`src/rtl/rv32_types.sv`:
```
// Shared fetch-stage types: machine word, fetch->decode buffer and fetch FSM states.
package rv32_types;

  typedef logic [31:0] rv32_word;

  typedef struct packed {
    rv32_word pc;
    logic     generate_nop;
  } fetch_decode_buffer_t;

  typedef enum logic [1:0] {
    S_START,
    S_REQ,
    S_WAIT,
    S_FLUSH
  } fetch_state_e;

  localparam rv32_word PC_STEP = 32'd4;

  function automatic rv32_word align_word(input rv32_word addr);
    return {addr[31:2], 2'b00};
  endfunction

endpackage

```
`src/rtl/rv32_pc_gen.sv`:
```
// Fetch PC register: holds by default, steps by one instruction or loads a redirect target.
module rv32_pc_gen
  import rv32_types::*;
#(
  parameter rv32_word RESET_PC = 32'h0000_0000
) (
  input  logic     clk,
  input  logic     resetn,
  input  logic     pc_inc,
  input  logic     pc_load,
  input  rv32_word load_pc,
  output rv32_word pc
);

  rv32_word pc_q;
  rv32_word pc_d;

  // load outranks increment so a redirect always lands on its target
  always_comb begin
    pc_d = pc_q;
    if (pc_load) begin
      pc_d = load_pc;
    end else if (pc_inc) begin
      pc_d = pc_q + PC_STEP;
    end
  end

  always_ff @(posedge clk) begin
    if (!resetn) begin
      pc_q <= RESET_PC;
    end else begin
      pc_q <= pc_d;
    end
  end

  assign pc = pc_q;

endmodule

```
`src/rtl/rv32_fetch_stage.sv`:
```
// RV32 fetch stage: single-outstanding imem request FSM and the fetch->decode buffer.
// Optional misaligned-redirect trap enabled by RV32_FETCH_ALIGN_CHECK_EN.
//
//   state   | meaning
//   S_START | first cycle after reset, no request
//   S_REQ   | request for pc driven this cycle
//   S_WAIT  | request outstanding, response goes to decode
//   S_FLUSH | request outstanding after a redirect, response dropped
module rv32_fetch_stage
  import rv32_types::*;
#(
  parameter logic [31:0] RESET_PC = 32'h0000_0000
) (
  input  logic                 clk,
  input  logic                 resetn,
  input  logic                 stall,
  input  logic                 stop,
  input  logic                 redirect,
  input  rv32_word             redirect_pc,
  output logic                 imem_req,
  output rv32_word             imem_addr,
  input  logic                 imem_ready,
  output fetch_decode_buffer_t fetch_decode_buff,
  output logic                 fetch_misaligned
);

  fetch_state_e         state_q, state_d;
  fetch_decode_buffer_t buff_q, buff_d;
  rv32_word             addr_q, addr_d;
  logic                 pending_q, pending_d;
  logic                 misaligned_q, misaligned_d;

  rv32_word pc;
  logic     pc_inc;
  logic     pc_load;
  rv32_word redirect_tgt;
  logic     redirect_bad;
  logic     resp_seen;

`ifdef RV32_FETCH_ALIGN_CHECK_EN
  assign redirect_tgt = redirect_pc;
  assign redirect_bad = |redirect_pc[1:0];
`else
  logic unused_redirect_lsbs;
  assign redirect_tgt         = align_word(redirect_pc);
  assign redirect_bad         = 1'b0;
  assign unused_redirect_lsbs = ^redirect_pc[1:0];
`endif

  rv32_pc_gen #(
    .RESET_PC (RESET_PC)
  ) u_pc_gen (
    .clk     (clk),
    .resetn  (resetn),
    .pc_inc  (pc_inc),
    .pc_load (pc_load),
    .load_pc (redirect_tgt),
    .pc      (pc)
  );

  // a redirect suppresses the request so a wrong-path fetch never goes out
  assign imem_req = resetn && (state_q == S_REQ) && !stop && !stall
                    && !redirect && !misaligned_q;
  assign imem_addr = (state_q == S_REQ) ? pc : addr_q;
  assign resp_seen = imem_ready || pending_q;

  always_comb begin
    state_d      = state_q;
    buff_d       = buff_q;
    addr_d       = addr_q;
    pending_d    = pending_q;
    misaligned_d = misaligned_q;
    pc_inc       = 1'b0;
    pc_load      = 1'b0;

    if (stop) begin
      state_d = state_q;
    end else if (redirect) begin
      pc_load      = 1'b1;
      buff_d       = '{pc: redirect_tgt, generate_nop: 1'b1};
      pending_d    = 1'b0;
      misaligned_d = misaligned_q | redirect_bad;
      unique case (state_q)
        S_WAIT, S_FLUSH: state_d = resp_seen ? S_REQ : S_FLUSH;
        default:         state_d = S_REQ;
      endcase
    end else if (stall) begin
      // a response landing during a stall is parked until decode can take it
      if ((state_q == S_WAIT || state_q == S_FLUSH) && imem_ready) begin
        pending_d = 1'b1;
      end
    end else begin
      pending_d = 1'b0;
      buff_d    = '{pc: pc, generate_nop: 1'b1};
      unique case (state_q)
        S_START: state_d = S_REQ;
        S_REQ: begin
          if (imem_req) begin
            addr_d = pc;
            if (imem_ready) begin
              buff_d = '{pc: pc, generate_nop: 1'b0};
              pc_inc = 1'b1;
            end else begin
              state_d = S_WAIT;
            end
          end
        end
        S_WAIT: begin
          if (resp_seen) begin
            buff_d  = '{pc: pc, generate_nop: 1'b0};
            pc_inc  = 1'b1;
            state_d = S_REQ;
          end
        end
        S_FLUSH: begin
          if (resp_seen) begin
            state_d = S_REQ;
          end
        end
      endcase
    end
  end

  always_ff @(posedge clk) begin
    if (!resetn) begin
      state_q      <= S_START;
      buff_q       <= '{pc: RESET_PC, generate_nop: 1'b1};
      addr_q       <= RESET_PC;
      pending_q    <= 1'b0;
      misaligned_q <= 1'b0;
    end else begin
      state_q      <= state_d;
      buff_q       <= buff_d;
      addr_q       <= addr_d;
      pending_q    <= pending_d;
      misaligned_q <= misaligned_d;
    end
  end

  assign fetch_decode_buff = buff_q;
  assign fetch_misaligned  = misaligned_q;

endmodule

```
`config.mk`:
```
export PLATFORM = sky130hd
export DESIGN_NAME = rv32_fetch_stage
export DESIGN_NICKNAME = d
export VERILOG_FILES = /design/src/rtl/rv32_types.sv /design/src/rtl/rv32_pc_gen.sv /design/src/rtl/rv32_fetch_stage.sv
export SDC_FILE = /design/constraint.sdc
export NUM_CORES = 1
export LEC_CHECK = 0
export ABC_CLOCK_PERIOD_IN_PS = 2300
export CAP_MARGIN = 20
export CORE_UTILIZATION = 25
export DETAILED_ROUTE_END_ITERATION = 12
export PLACE_DENSITY = 0.45
export SLEW_MARGIN = 0
export SYNTH_ARGS = -nofsm -noshare
export SYNTH_HDL_FRONTEND = slang
export SYNTH_SLANG_ARGS = --single-unit
```
`constraint.sdc`:
```
create_clock -name clk -period 2.3 [get_ports clk]
set_input_delay 0.23 -clock clk [delete_from_list [all_inputs] [get_ports clk]]
set_output_delay 0.23 -clock clk [all_outputs]
set_load 0.005 [all_outputs]
```
======== Word level (Yosys, flattened, before mapping) ========
Cells that the tools add are included.
word-level totals
  output and inout port bits .............. 67
  register bits after elaboration ......... 100
operators by class
  reduce and logical (&&, ||, !) cells .... 18
  eq/ne operators ......................... 8
  bitwise logic cells ..................... 4
  add/subtract/negate cells ............... 1
  muxes and demuxes ....................... 29
operators by type and width
  operator                                             count
  two-way mux 32 bit                                   3
  two-way mux 33 bit                                   2
  adder 32 x 3 -> 32 bit, second input constant        1
  two-way mux 1 bit                                    14
  two-way mux 2 bit                                    7
  AND reduction 5 bit                                  2
  != test 3 x 1 -> 1 bit, second input constant        2
  != test 3 bit, second input constant                 2
  case mux 2 bit (3 select lines)                      1
  logical AND 1 bit                                    5
  equality test 2 bit, second input constant           2
  NOT 1 bit                                            4
  case mux 1 bit (2 select lines)                      2
  AND reduction 2 bit                                  2
  OR reduction 2 bit                                   2
  logical NOT 1 bit                                    3
  equality test 2 x 1 -> 1 bit, second input constant  1
  logical NOT 2 bit                                    1
  logical OR 1 bit                                     2
  != test 2 x 1 -> 1 bit, second input constant        1
  nonzero test 2 bit                                   1

======== Depth between registers and ports, before layout ========
Gate-level depths: netlist (run 1).
  word-level depth ........................ 12
  depth in mapped cells ................... 8
  mapped depth without buffers ............ 7

======== By module ========
From an unflattened synthesis (run 1), not the netlist that was laid out.
second synthesis, totals
  cells, all modules ...................... 561
  area, all modules ....................... 5082.4 um^2
by module, submodules not included
  module            instances  cells an instance  area an instance (um^2)  seq. area each (um^2)
  rv32_fetch_stage  1          328                3218.1                   1361.3
  rv32_pc_gen       1          233                1864.3                   640.6

======== Worst setup path after synthesis (run 1) ========
Ideal clock, no wire load.
  path type ............................... register -> register
  from .................................... register state_q[0]
  to ...................................... register u_pc_gen.pc_q[31] (netlist: u_pc_gen.pc[31])
  data required time ...................... 2.226 ns
  arrival time ............................ 2.151 ns
  slack ................................... 0.075 ns
  clock period less this slack ............ 2.225 ns
  stages on the path, launching flop included .. 8
  path through ............................ dfxtp_1 inv_1 ha_1 or3_4 a21o_4 or3_4 or4_1 a31oi_1
on the way
  longest elaborated chain between the ends .. 11
RTL lines
  what                                   RTL line                                        source
  start: declaration                     rv32_fetch_stage.sv:27                          fetch_state_e state_q, state_d;
  start signal: assignment               rv32_fetch_stage.sv:132                         state_q <= state_d;
  equality test 2 x 1 -> 1 bit           rv32_fetch_stage.sv:62, rv32_fetch_stage.sv:95
  logical AND 1 bit (3 in a row)         rv32_fetch_stage.sv:62                          assign imem_req = resetn && (state_q == S_REQ) && !stop && !stall
  logical AND 1 bit                      rv32_fetch_stage.sv:63                          && !redirect && !misaligned_q;
  two-way mux 1 bit                      rv32_fetch_stage.sv:98                          if (imem_req) begin
  case mux 1 bit (2 select lines) *      rv32_fetch_stage.sv:95                          unique case (state_q)
  two-way mux 1 bit *                    rv32_fetch_stage.sv:87                          end else if (stall) begin
  two-way mux 1 bit *                    rv32_fetch_stage.sv:78                          end else if (redirect) begin
  two-way mux 1 bit *                    rv32_fetch_stage.sv:76                          if (stop) begin
  nonzero test 2 bit (no source line) *  n/a
  end signal: assignment                 rv32_pc_gen.sv:32                               pc_q <= pc_d;
  end: declaration                       rv32_pc_gen.sv:15                               rv32_word pc_q;
Mark *: on every way between the ends. The rest lies on a longest branch, timed or not.
A chain may end at the register's enable or synchronous reset.

======== Worst setup path in the final report (run 1) ========
  from .................................... register state_q[1]
  to ...................................... output port imem_addr[8]
on the way
  longest elaborated chain between the ends .. 2
RTL lines
  what                          RTL line                source
  equality test 2 x 1 -> 1 bit  rv32_fetch_stage.sv:64  assign imem_addr = (state_q == S_REQ) ? pc : addr_q;
  two-way mux 32 bit            rv32_fetch_stage.sv:64
  end: declaration              rv32_fetch_stage.sv:21  output rv32_word imem_addr,
No other way between the ends.

==> reports/metrics.csv, run 1 <==
metric,value,unit
"FFs w/ async S/R, synth",0,%
Rows,50,
Die W,140,um
drt first-iter violations,209,
Layout area overhead,37.4,%
fin crit period,2.27,ns
CP startpoint kind,register,
Post-DRT Antenna Nets,0,
simple-gate share of the synthesized area,19.2,%
CTS tree,done,
share of cells above drive strength 1,15.4,%
Post-Syn Area per Cell,8.29,um^2
largest net degree at the start of global routing,51,
Register-to-Register Path Depth,7,
Slew HR,57.7,%
critical path's slowest cell,clkdlybuf4s50_1,
min-delay worst type,input pin to register,
Slew Limit Fails,0,
"Largest delay share family, worst path",buffers and inverters,
DIE HEIGHT,140,um
PD cells,634,nW/um^2
Synth cell types,47,
CP Data Required Time,2.07,ns
register area share after synthesis,39.6,%
Critical Path End Type,output port,
Top-Level Pins,105,
RSZ-0062 raised after global routing,true,
"Cell Area, Synth",4750,um^2
placed cell count,897,
mux contribution to synthesized area,13.2,%
CTS Buf Count,9,
slowest cell delay on critical path,0.45,ns
HPWL after DPL,10600,um
Max-cap violations,0,
Routed WL,15200,um
adder-cell share of the synthesized area,1.05,%
compound-gate portion of the synthesized area,18.0,%
largest family of logic cells by synthesized area,simple AND/OR/NAND/NOR gates,
Synth Flop Type,dfxtp_1,
P_leak,2.40,nW
routed vias/inst,4.94,
via count,4519,
period utilization,98.8,%
CP Data Arrival Time,2.04,ns
Final Total Pwr,4.14,mW
initial core utilization,25.5,%
Port Buffers,97,
maximum VDD drop,0.341,mV
H-tree levels,3,
Worst-Margin Slew,0.634,ns
CTS root buffer,clkbuf_16,
wire per inst,16.6,um
outcome,finished clean,
Final nets,718,
DRC errors left,0,
global-route wire length before repair,24200,um
Levels on crit path,5,
"critical path fanouts, max",14,
Worst Skew,0.00678,ns
Non-Filler Instances,915,
initial antenna violation count,0,
Crit Path Class,register to output port,
Clock Path Buffers,2,
total grt overflow,0,
crit path cell chain,"inv_1, ha_2, buf_6, mux2_2, clkdlybuf4s50_1",
Seq cells post-synth,94,
f_max,440,MHz
total die area,19600,um^2
CORE AREA,18600,um^2
Clock Latency Late Sink,0.35,ns
Post-synth EDFFs,0,
number of global-route vias before repair,4561,
final hold viol count,0,
DRT Pass-1 Iters,4,
# diodes,0,
post-synthesis instance total,573,
clock-pin slew of the registers on the worst-case setup and hold paths,0.07,ns
CTS Sinks,94,
Synth Area in XOR/XNOR,3.50,%
Final Wtd Congestion,0.815,
Hold Path Stages,4,
YS warnings,0,
gr usage total,15.8,%
sum of buffers and inverters on the critical path,3,
Final setup viols,0,
==> through the flow <==
| step | hold WS [ns] | setup TNS [ns] | setup slack [ns] | instance area (um^2) | util [%] |
|---|---|---|---|---|---|
| after floorplan | 0.386 | 0 | 0.0752 | 4770 | - |
| after global placement | 0.439 | -0.0108 | -0.0108 | 6160 | 33.0 |
| after detailed placement | 0.444 | -0.0383 | -0.0383 | 6160 | 33.0 |
| after CTS | 0.395 | 0 | 0.00605 | 6500 | 34.9 |
| after global routing | 0.463 | -0.789 | -0.0487 | 6530 | 35.0 |
| final | 0.444 | 0 | 0.0285 | 6530 | 35.0 |
==> flip-flops by register name, indices dropped and copies added (netlist names) <==
signal             flops
addr_q                30
fetch_decode_buff     31
pending_q              1
state_q                2
u_pc_gen.pc           30
==> cells in the final DEF, fill, tap and decap left out, drive strengths merged, types with 10 or more instances in the layout <==
cell type      Yosys  layout
nand4             18      18
clkdlybuf4s50      0      96
nand3             14      14
nand2             85      85
o21ai             27      27
buf               17      46
dfxtp             94      94
a21oi             55      55
nor2              42      42
a211oi            32      32
mux2i             29      29
xor2              15      15
mux2              30      30
clkbuf            37      10
==> final timing paths <==
path | startpoint | endpoint | slack [ns]
setup / recovery | state_q[1] | imem_addr[8] | 0.03
hold / removal | redirect | u_pc_gen.pc[29] | 0.44
setup reg to reg | state_q[0] | u_pc_gen.pc[31] | 0.07
hold reg to reg | addr_q[12] | addr_q[12] | 0.45
==> Yosys cell counts, drive strengths merged (2+ instances only) <==
| master | n | area [um^2] |
|---|---|---|
| nand4 | 18 | 113 |
| mux2i | 29 | 290 |
| nand2 | 85 | 319 |
| dfxtp | 94 | 1880 |
| xor2 | 15 | 131 |
| o31ai | 2 | 15.0 |
| nor2b | 3 | 18.8 |
| o31a | 4 | 35.0 |
| nor2 | 42 | 158 |
| o21ai | 27 | 135 |
| a211oi | 32 | 240 |
| a31oi | 2 | 12.5 |
| nor3 | 7 | 35.0 |
| clkbuf | 37 | 139 |
| a21oi | 55 | 275 |
| o311a | 2 | 20.0 |
| mux2 | 30 | 338 |
| buf | 17 | 90.1 |
| a21o | 4 | 37.5 |
| or3 | 4 | 35.0 |
| xnor2 | 4 | 35.0 |
| nor4 | 3 | 18.8 |
| nor3b | 2 | 15.0 |
| ha | 4 | 50.1 |
| and2 | 2 | 12.5 |
| or2 | 2 | 12.5 |
| and3 | 8 | 50.1 |
| and4 | 3 | 26.3 |
| o211ai | 3 | 22.5 |
| inv | 7 | 26.3 |
| nand3 | 14 | 70.1 |
==> cells by family after synthesis <==
logic type	count (synthesis)
xor+xnor	19
fa+ha+maj	4
compound gates	138
mux	59
other cells	1
simple gates	197
buf+inv	61
flops	94
==> routing by layer <==
layer / part of all wire [%] / up-vias / wire [um] / track usage, %
li1: - / 2238 / - / -
met1: 46 / 2164 / 7010 / 20.0
met2: 49 / 100 / 7400 / 26.7
met3: 3.7 / 17 / 558 / 2.89
met4: 1.4 / 0 / 217 / 5.44
met5: 0 / - / 0 / 0
==> area by class of cell <==
type,count,area (um^2)
fill,1956,12100
multi-input combinational,422,2660
sequential,94,1880
timing repair buffer,142,1330
tap,234,293
clock buffer,10,239
clock inverter,6,93.8
inverter,7,26.3
==> tightest hold or removal path, stage by stage <==
cell,delay [ns]
buf_2,0.16
inv_1,0.13
nand3_1,0.14
o22ai_1,0.08
==> power by group <==
group	total (mW)	internal, mW	switching [mW]
combinational	0.678	0.355	0.324
sequential	1.79	1.71	0.0751
clock	1.68	0.991	0.684
total	4.14	3.06	1.08
==> what timing repair did <==
| action | CTS | global route |
|---|---|---|
| setup endpoints to repair | 19 | 29 |
| hold buffers | 0 | 0 |
| hold endpoints to repair | 0 | 0 |
| cloned | 0 | 1 |
| gates resized for setup | 5 | 7 |
| setup buffers | 0 | 1 |
| pin swaps | 0 | 1 |
No activity file was read; power rests on OpenSTA's default activity.
==> run 2: changes to the inputs <==
CTS_CLUSTER_DIAMETER = 200   (was unset)
==> results of run 2 <==
Final layout, timing and power as in run 1 (identical DEF).
==> run 3: changes to the inputs <==
HOLD_SLACK_MARGIN = 0.06   (was unset)
==> results of run 3 <==
Final layout, timing and power as in run 1 (identical DEF).
